==> src/rtl/uart_pkg.sv <==
// Shared UART definitions: receiver state encoding and baud divider helper.
package uart_pkg;

    typedef enum logic [2:0] {
        IDLE  = 3'd0,
        START = 3'd1,
        DATA  = 3'd2,
        STOP  = 3'd3,
        BREAK = 3'd4
    } rx_state_t;

    function automatic int bit_ticks(input int clock, input int baud);
        return clock / baud;
    endfunction

endpackage

==> src/rtl/uart_rx.sv <==
// 8-N-1 receiver: input synchronizer, bit timer, frame FSM and shift register.
import uart_pkg::*;

module uart_rx #(
    parameter int CLOCK = 50000000,
    parameter int BAUD  = 115200
) (
    input  logic       clk,
    input  logic       rst,
    input  logic       rxPin,
    output logic [7:0] rxData,
    output logic       rxValid,
    output logic       frameErr,
    output logic       busy,
    output logic [6:0] debug
);

    localparam int BIT_TICKS = bit_ticks(CLOCK, BAUD);
    localparam int HALF      = BIT_TICKS / 2;
    localparam int TW        = $clog2(BIT_TICKS + 1);
    localparam logic [TW-1:0] BIT_END  = TW'(BIT_TICKS - 1);
    localparam logic [TW-1:0] HALF_END = TW'(HALF - 1);

    rx_state_t     state, nxt;
    logic          s1, rxSync;
    logic [TW-1:0] tick;
    logic [2:0]    bitIdx;
    logic [7:0]    sr;
    logic          bitEnd, halfEnd;

    assign bitEnd  = (tick == BIT_END);
    assign halfEnd = (tick == HALF_END);

    always_ff @(posedge clk or negedge rst) begin
        if (!rst) begin
            s1     <= 1'b1;
            rxSync <= 1'b1;
        end else begin
            s1     <= rxPin;
            rxSync <= s1;
        end
    end

    always_ff @(posedge clk or negedge rst) begin
        if (!rst) state <= IDLE;
        else      state <= nxt;
    end

    always_comb begin
        nxt = state;
        unique case (state)
            IDLE:  if (!rxSync) nxt = START;
            START: if (halfEnd) nxt = rxSync ? IDLE : DATA;
            DATA:  if (bitEnd && bitIdx == 3'd7) nxt = STOP;
            STOP:  if (bitEnd) nxt = rxSync ? IDLE : BREAK;
            BREAK: if (rxSync) nxt = IDLE;
            default: nxt = IDLE;
        endcase
    end

    // Timer restarts on every state change so each state measures from its entry.
    always_ff @(posedge clk or negedge rst) begin
        if (!rst) begin
            tick   <= '0;
            bitIdx <= '0;
            sr     <= '0;
        end else begin
            if (nxt != state || state == IDLE || state == BREAK || bitEnd)
                tick <= '0;
            else
                tick <= tick + 1'b1;
            if (state == START)
                bitIdx <= '0;
            if (state == DATA && bitEnd) begin
                sr     <= {rxSync, sr[7:1]};
                bitIdx <= bitIdx + 1'b1;
            end
        end
    end

    always_ff @(posedge clk or negedge rst) begin
        if (!rst) begin
            rxValid  <= 1'b0;
            frameErr <= 1'b0;
        end else begin
            rxValid  <= (state == STOP) && bitEnd && rxSync;
            frameErr <= (state == STOP) && bitEnd && !rxSync;
        end
    end

    always_comb begin
        rxData = sr;
        busy   = (state != IDLE);
        debug  = {bitIdx, rxSync, state};
    end

endmodule

==> src/rtl/uart_rx_fifo.sv <==
// Buffered UART receiver: uart_rx front end feeding a first-word-fall-through FIFO.
import uart_pkg::*;

module uart_rx_fifo #(
    parameter int BAUD  = 115200,
    parameter int CLOCK = 50000000,
    parameter int DEPTH = 16
) (
    input  logic                     clk,
    input  logic                     rst,
    input  logic                     rxPin,
    input  logic                     rdEn,
    output logic [7:0]               dout,
    output logic                     empty,
    output logic                     full,
    output logic [$clog2(DEPTH):0]   count,
    output logic                     frameErr,
    output logic                     overflow,
    output logic                     busy,
    output logic [7:0]               debug
);

    localparam int AW = $clog2(DEPTH);
    localparam int CW = AW + 1;

    logic [7:0]    mem [DEPTH];
    logic [AW-1:0] wp, rp;
    logic [7:0]    rxData;
    logic          rxValid;
    logic [6:0]    rxDebug;
    logic          pop, wr;

    uart_rx #(
        .CLOCK (CLOCK),
        .BAUD  (BAUD)
    ) u_rx (
        .clk      (clk),
        .rst      (rst),
        .rxPin    (rxPin),
        .rxData   (rxData),
        .rxValid  (rxValid),
        .frameErr (frameErr),
        .busy     (busy),
        .debug    (rxDebug)
    );

    assign empty = (count == '0);
    assign full  = (count == CW'(DEPTH));
    assign pop   = rdEn && !empty;
    // A pop in the same cycle frees the slot the incoming byte needs.
    assign wr    = rxValid && (!full || pop);
    assign dout  = empty ? 8'h00 : mem[rp];
    assign debug = {overflow, rxDebug};

    always_ff @(posedge clk) begin
        if (wr) mem[wp] <= rxData;
    end

    always_ff @(posedge clk or negedge rst) begin
        if (!rst) begin
            wp       <= '0;
            rp       <= '0;
            count    <= '0;
            overflow <= 1'b0;
        end else begin
            if (wr)  wp <= wp + 1'b1;
            if (pop) rp <= rp + 1'b1;
            unique case ({wr, pop})
                2'b10:   count <= count + 1'b1;
                2'b01:   count <= count - 1'b1;
                default: count <= count;
            endcase
            if (pop)
                overflow <= 1'b0;
            else if (rxValid && full)
                overflow <= 1'b1;
        end
    end

endmodule

==> config.mk <==
export PLATFORM = sky130hd
export DESIGN_NAME = uart_rx_fifo
export DESIGN_NICKNAME = d
export VERILOG_FILES = /design/src/rtl/uart_pkg.sv /design/src/rtl/uart_rx.sv /design/src/rtl/uart_rx_fifo.sv
export SDC_FILE = /design/constraint.sdc
export NUM_CORES = 1
export LEC_CHECK = 0
export ABC_AREA = 1
export CAP_MARGIN = 20
export CORE_MARGIN = 1.5
export CORE_UTILIZATION = 45
export DETAILED_ROUTE_END_ITERATION = 10
export MAX_ROUTING_LAYER = met4
export PLACE_DENSITY = 0.61
export SYNTH_ARGS = -nofsm -noshare
export SYNTH_HDL_FRONTEND = slang
export SYNTH_SLANG_ARGS = --single-unit
==> constraint.sdc <==
create_clock -name clk -period 4.25 [get_ports clk]
set_input_delay 1.0625 -clock clk [delete_from_list [all_inputs] [get_ports clk]]
set_output_delay 1.0625 -clock clk [all_outputs]
set_load 0.01 [all_outputs]
==> reports/qor.txt, run 1 <==
Post-Synth Adder-Cell Area: 2.51%
H-tree levels: 4
Clk_skew: 9.97 ps
Post-CTS Resized: 0
Core Util, Final: 52.6%
Setup bufs post-CTS: 0
TritonCTS clock tree: yes
Synth warn: 0
Setup-failing EPs final: 0
TritonRoute pass-1 iters: 5
Worst hold path class: reg -> reg
Setup WS pre-CTS: 728 ps
Initial Util: 46.1%
Initial antenna violation count: 0
CP Launch Type: flop
Max-slew headroom: 36.1%
Row cnt: 46
Compound-gate portion of the synthesized area: 7.28%
RSZ-0062 raised after global routing: no
Most frequent cells in the layout: nand2_1 (156), edfxtp_1 (128), nor2_1 (67)
CP Capture Type: output port
Final wirelength: 15600 µm
Share of layout cells above drive strength 1: 7.79%
FF-to-FF Start: count[2]$_DFFE_PN0P_
CTS hold repair buffers: 0
Crit-path max cell delay: 580 ps
Nets@finish: 698
Final instance area: 0.00833 mm²
R2R Setup Slk: 1850 ps
Final Max Slew Viols: 0
Mapped Area: 0.00729 mm²
Cts bufs inserted: 17
First-pass GRT wire length: 25200 µm
Skew-Pair Late Insertion Delay: 420 ps
IO buf count: 29
Top-Level Pins: 30
#FFs+latches synth: 169
Maximum fanout along the worst path: 46
Max-Cap Viols: 0
Critical path arrival: 2900 ps
GRT overflow: 0
Tcrit/Tclk final: 93.1%
Cells after DPL: 877
Mean Syn Cell Area: 11.1 µm²
Multiplexer share of the synthesized area: 0.206%
Area post-placement: 0.00773 mm²
Setup ws final: 291 ps
Sequential fraction of the synthesis area: 66.8%
Top cell type's share of synthesized area: 52.7%
Worst r2r dst: count[4]$_DFFE_PN0P_
Finished Layout Cells: 909
Post-Synth XOR/XNOR Area: 1.80%
Status: complete, no violations
Syn nets: 673
Detailed placer's ending HPWL: 10000 µm
Hold WS: 357 ps
Mapped Cells: 655
Top cells by area, synth: edfxtp_1 (53%), dfrtp_1 (13%), nand2_1 (8.0%), nor2_1 (3.4%), a21oi_1 (3.4%)
Clock-pin transition on the worst setup and hold timing paths: 60 ps
Critical path class: reg -> out
Area Overhead vs Synth: 14.2%
Min cycle time layout: 3960 ps
Final hold vios: 0
Achievable frequency: 0.253 GHz
Power after layout: 4.69 mW
Routed Antenna Nets: 0
Critical-path top delay cell: clkdlybuf4s50_1
Critical Path End: dout[6]
Die area: 0.0170 mm²
Clock sink total: 169
Via Count: 4727
Setup TNS: 0 ps
Clk buf depth: 2
Leakage power: 3.41 nW
Largest family of logic cells by synthesized area: simple AND/OR/NAND/NOR gates
Antenna diode count: 0
Largest net degree at the start of global routing: 48
Vias in the first global route: 4547
Die Y-Extent: 130 µm
Required @ worst endpoint: 3190 ps
Post-Synth Simple-Gate Area: 17.0%
Remaining routing DRC violations: 0
Crit-path most repeated cell: a21oi_1
Gr usage total: 20.7%
Core Region: 0.0158 mm²
Cell chain of the critical path: buf_4 > inv_2 > nand3_1 > nand2_1 > a21oi_1 > o31ai_1 > a21oi_1 > clkdlybuf4s50_1
Least-Margin Pin Slew: 955 ps
R2R cell count: 14
Average wire per standard cell: 17.2 µm
Die W: 130 µm
Worst IR Drop VDD: 0.314 mV
Synth area leader: edfxtp_1
CP Launch Point: rp[1]$_DFFE_PN0P_
GPL Wtd Cong: 0.794
Clock Tree Root: clkbuf_16
Leading cell type in the layout, fill and taps excluded: nand2_1
Initial drt markers: 474
Power density over cell area: 563 mW/mm²
Library cells used by synthesis: 33
Vias per inst: 5.20
sequential cells by signal, indices dropped and copies added (netlist names):
register / flops
u_rx.tick: 9
overflow: 1
u_rx.bitIdx: 3
mem: 128
wp: 4
u_rx.frameErr: 1
u_rx.rxValid: 1
u_rx.rxSync: 1
u_rx.rxData: 8
u_rx.s1: 1
u_rx.state: 3
rp: 4
count: 5
cells in the mapped netlist:
| master | instances |
|---|---|
| nand3_1 | 41 |
| buf_6 | 3 |
| nand2_2 | 6 |
| o21ai_1 | 5 |
| nand2_1 | 156 |
| inv_1 | 35 |
| nor2_1 | 67 |
| nand4_2 | 1 |
| nand3b_1 | 1 |
| a21oi_1 | 49 |
| buf_4 | 7 |
| a31oi_4 | 1 |
| o31ai_1 | 16 |
| o21ai_2 | 1 |
| nor3_1 | 10 |
| nand4_1 | 6 |
| nor3_2 | 1 |
| o21ai_0 | 22 |
| dfstp_2 | 2 |
| edfxtp_1 | 128 |
| inv_2 | 5 |
| ha_1 | 13 |
| clkbuf_1 | 5 |
| xor2_1 | 13 |
| dfrtp_1 | 39 |
| nand2_4 | 1 |
| mux2_4 | 1 |
| buf_2 | 12 |
| clkinv_1 | 2 |
| nor2_4 | 2 |
| fa_1 | 1 |
| xnor2_1 | 2 |
| or2_1 | 1 |
final cells by class:
class,count,area [µm²]
fill,1378,7500
sequential,169,4870
multi-input combinational,417,2100
clock buffer,25,485
timing repair buffer,33,328
tap,216,270
inverter,42,158
clock inverter,7,116
power breakdown:
| part | internal [mW] | switching (mW) |
|---|---|---|
| clock | 0.972 | 0.605 |
| sequential | 1.80 | 0.100 |
| combinational | 0.462 | 0.745 |
how the worst min path moves through the flow:
stage / startpoint / to / slack, ps / cells past startpoint
global placement: u_rx.s1$_DFF_PN1_ / u_rx.rxSync$_DFF_PN1_ / 350 / 0
detailed placement: u_rx.s1$_DFF_PN1_ / u_rx.rxSync$_DFF_PN1_ / 350 / 0
finish: u_rx.s1$_DFF_PN1_ / u_rx.rxSync$_DFF_PN1_ / 360 / 0
global route: u_rx.s1$_DFF_PN1_ / u_rx.rxSync$_DFF_PN1_ / 360 / 0
floorplan: u_rx.s1$_DFF_PN1_ / u_rx.rxSync$_DFF_PN1_ / 350 / 0
CTS: u_rx.s1$_DFF_PN1_ / u_rx.rxSync$_DFF_PN1_ / 360 / 0
cells by family (layout without fill, tap and decap cells):
group,count (synthesis),count (layout)
compound gates,94,94
mux,1,1
fa+ha+maj,14,14
simple gates,293,293
xor+xnor,15,15
flops,169,169
buf+inv,69,107
routing by layer:
| metal | up-vias | track usage, % | share of wire [%] | wire length, µm |
|---|---|---|---|---|
| met5 | - | - | 0 | 0 |
| met4 | 0 | 6.14 | 1.3 | 205 |
| met3 | 16 | 4.31 | 4.2 | 652 |
| met2 | 119 | 30.9 | 47 | 7300 |
| met1 | 2301 | 28.6 | 48 | 7480 |
| li1 | 2291 | - | - | - |
critical path: cells and delay by family, from the launching register on:
kind | cells | cell delay (ps)
buf+inv | 3 | 1300
compound gates | 3 | 480
flops | 1 | 430
simple gates | 2 | 260
No activity file was read; power rests on OpenSTA's default activity.
==> inputs of run 2 (changes only) <==
--- a/config.mk
+++ b/config.mk
@@ -10,8 +10,7 @@
 export CORE_MARGIN = 1.5
 export CORE_UTILIZATION = 45
 export DETAILED_ROUTE_END_ITERATION = 10
-export MAX_ROUTING_LAYER = met4
-export PLACE_DENSITY = 0.61
+export PLACE_DENSITY = 0.63
 export SYNTH_ARGS = -nofsm -noshare
 export SYNTH_HDL_FRONTEND = slang
 export SYNTH_SLANG_ARGS = --single-unit
==> constraint.sdc (replaced) <==
create_clock -name clk -period 3.9 [get_ports clk]
set_input_delay 0.975 -clock clk [delete_from_list [all_inputs] [get_ports clk]]
set_output_delay 0.975 -clock clk [all_outputs]
set_load 0.01 [all_outputs]
==> run 2 against run 1 <==
  * Flip-flop and latch count unchanged
  * Worst hold slack is essentially flat
  * Combinational power increased by 9%
  * Final cell count rose by 0.22%
  * Register-to-register slack got worse by 380 ps
  * Via count is 1.8% higher
  * Critical path type unchanged
  * Largest cell class unchanged
  * Highest routed layer unchanged
==> reports/qor.txt, run 2 (synthesis gave the netlist of run 1 again) <==
Status: complete, no violations (unchanged)
Worst r2r dst: count[4]$_DFFE_PN0P_ (unchanged)
Min cycle time layout: 3650 ps
TritonRoute pass-1 iters: 5 (unchanged)
Antenna diode count: 0 (unchanged)
Vias per inst: 5.28 (was 5.20)
Vias in the first global route: 4814 (was 4547)
Seq pwr share: 40.8% (was 40.6%)
Routed Antenna Nets: 0 (unchanged)
TritonCTS clock tree: yes (unchanged)
Cts bufs inserted: 17 (unchanged)
GRT overflow: 0 (unchanged)
Largest net degree at the start of global routing: 42 (was 48)
Via Count: 4811 (was 4727)
Largest Register: mem (unchanged)
Int Pwr: 3.42 mW (was 3.24 mW)
Share of layout cells above drive strength 1: 8.63% (was 7.79%)
Finished Layout Cells: 911 (was 909)
Required @ worst endpoint: 2920 ps (was 3190 ps)
Power density over cell area: 608 mW/mm² (was 563 mW/mm²)
Worst IR Drop VDD: 0.348 mV (was 0.314 mV)
Average wire per standard cell: 17.6 µm (was 17.2 µm)
Core Region: 0.0158 mm² (unchanged)
H-tree levels: 4 (unchanged)
Skew-Pair Late Insertion Delay: 430 ps (was 420 ps)
FF-to-FF Start: count[2]$_DFFE_PN0P_ (unchanged)
Least-Margin Pin Slew: 1010 ps (was 955 ps)
Combinational share of power: 26.0% (was 25.7%)
Maximum fanout along the worst path: 17 (was 46)
Die W: 130 µm (unchanged)
Top-Level Pins: 30 (unchanged)
Hold depth: 0 (unchanged)
Max-slew headroom: 32.5% (was 36.1%)
Leading cell type in the layout, fill and taps excluded: nand2_1 (unchanged)
RSZ-0062 raised after global routing: no (unchanged)
Die Y-Extent: 130 µm (unchanged)
CP Launch Type: flop (unchanged)
Nets@finish: 700 (was 698)
First-pass GRT wire length: 25500 µm (was 25200 µm)
WP buf/inv: 2 (was 3)
Leakage power: 3.41 nW (about the same)
Critical path class: reg -> out (unchanged)
Clock group share of total power: 33.2% (was 33.6%)
Max-Cap Viols: 0 (unchanged)
Switching Fraction: 32.3% (was 30.9%)
Die area: 0.0170 mm² (unchanged)
Hold WS: 357 ps (about the same)
GPL Wtd Cong: 0.845 (was 0.794)
Cell chain of the critical path: inv_2 > nand3_1 > nand2_1 > a21oi_1 > o31ai_1 > a21oi_1 > clkdlybuf4s50_1 (was buf_4 > inv_2 > nand3_1 > nand2_1 > a21oi_1 > o31ai_1 > a21oi_1 > clkdlybuf4s50_1)
Initial Util: 46.1% (unchanged)
Fill count: 1389 (was 1378)
HP Start: u_rx.s1$_DFF_PN1_ (unchanged)
R2R Setup Slk: 1470 ps (was 1850 ps)
Achievable frequency: 0.274 GHz
IO buf count: 29 (unchanged)
Clk buf depth: 2 (unchanged)
CTS hold repair buffers: 0 (unchanged)
Row cnt: 46 (unchanged)
CP top delay family: buffers and inverters (unchanged)
Min-Delay Endpoint: u_rx.rxSync$_DFF_PN1_ (unchanged)
Max reg flops: 128 (unchanged)
Tcrit/Tclk final: 93.5%
Critical-path top delay cell: dfrtp_1 (was clkdlybuf4s50_1)
Crit-path most repeated cell: a21oi_1 (unchanged)
Worst hold path class: reg -> reg (unchanged)
Clk_skew: 8.19 ps (was 9.97 ps)
Most frequent cells in the layout: nand2_1 (156), edfxtp_1 (128), nor2_1 (67) (unchanged)
Final wirelength: 16100 µm (was 15600 µm)
Clock-pin transition on the worst setup and hold timing paths: 70 ps (was 60 ps)
Final hold vios: 0 (unchanged)
Cells after DPL: 879 (was 877)
Post-CTS Resized: 0 (unchanged)
Remaining routing DRC violations: 0 (unchanged)
Area Overhead vs Synth: 14.1% (was 14.2%)
Setup bufs post-CTS: 0 (unchanged)
Crit-path max cell delay: 700 ps (was 580 ps)
Detailed placer's ending HPWL: 10300 µm (was 10000 µm)
CP Capture Type: output port (unchanged)
Setup TNS: 0 ps (unchanged)
NetSw: 1.64 mW (was 1.45 mW)
Clock sink total: 169 (unchanged)
Clock Tree Root: clkbuf_16 (unchanged)
Initial drt markers: 450 (was 474)
Critical path arrival: 2670 ps (was 2900 ps)
Gr usage total: 20.4% (was 20.7%)
R2R cell count: 14 (unchanged)
Initial antenna violation count: 0 (unchanged)
Final Max Slew Viols: 0 (unchanged)
Setup-failing EPs final: 0 (unchanged)
[run 2: cell types whose count changed in the layout (fill, tap and decap cells not counted), sizes merged]
cell,delta
clkinv,+2
clkbuf,-8
bufinv,-1
buf,+2
inv,+7
[run 2: metrics by stage]
step	cell area [µm²]	util (%)	setup slack [ps]	total power, mW
2_1_floorplan	7290	-	1560	2.97
3_3_place_gp	7730	48.8	775	3.39
3_5_place_dp	7730	48.8	729	3.41
4_1_cts	8320	52.5	252	5.08
5_1_grt	8320	52.5	63.8	5.31
6_report	8320	52.5	254	5.06
[run 2: area by class of cell]
cell class	count	area [µm²]	area share, %
sequential	169	4870	58.6
clock inverter	15	163	1.96
multi-input combinational	417	2100	25.2
timing repair buffer	35	330	3.97
inverter	42	158	1.90
clock buffer	17	425	5.12
tap	216	270	3.25
[run 2: worst max path at each step]
stage / endpoint / cells past startpoint / slack, ps / from
2_1_floorplan: count[4]$_DFFE_PN0P_ / 12 / 1560 / rdEn
3_3_place_gp: mem[10][0]$_DFFE_PP_ / 5 / 770 / rdEn
3_5_place_dp: count[4]$_DFFE_PN0P_ / 13 / 730 / rdEn
4_1_cts: dout[5] / 7 / 250 / rp[1]$_DFFE_PN0P_
5_1_grt: dout[3] / 7 / 60 / rp[1]$_DFFE_PN0P_
6_report: dout[7] / 7 / 250 / rp[1]$_DFFE_PN0P_
[run 2: worst reg2reg max path, delay by kind of cell, from the launching register on]
family	cells	cell delay [ps]
AOI/OAI and AO/OA	2	280
and+or+nand+nor	8	1080
adders and majority gates	1	310
buffers and inverters	3	240
DFF	1	420
[run 2: routing by layer]
| metal | vias up | part of all wire [%] | track usage, % |
|---|---|---|---|
| met2 | 145 | 47 | 32.3 |
| met4 | 0 | 2.1 | 7.25 |
| met3 | 27 | 6.2 | 5.45 |
| met1 | 2345 | 44 | 27.1 |
| li1 | 2294 | - | - |
| met5 | - | 0 | 0 |
[run 2: power groups by stage]
stage / clock network, mW / registers (mW) / logic (mW)
2_1_floorplan: 0 / 2.05 / 0.919
3_3_place_gp: 0 / 2.10 / 1.29
3_5_place_dp: 0 / 2.10 / 1.31
4_1_cts: 1.70 / 2.06 / 1.31
5_1_grt: 1.77 / 2.08 / 1.46
6_report: 1.68 / 2.07 / 1.32
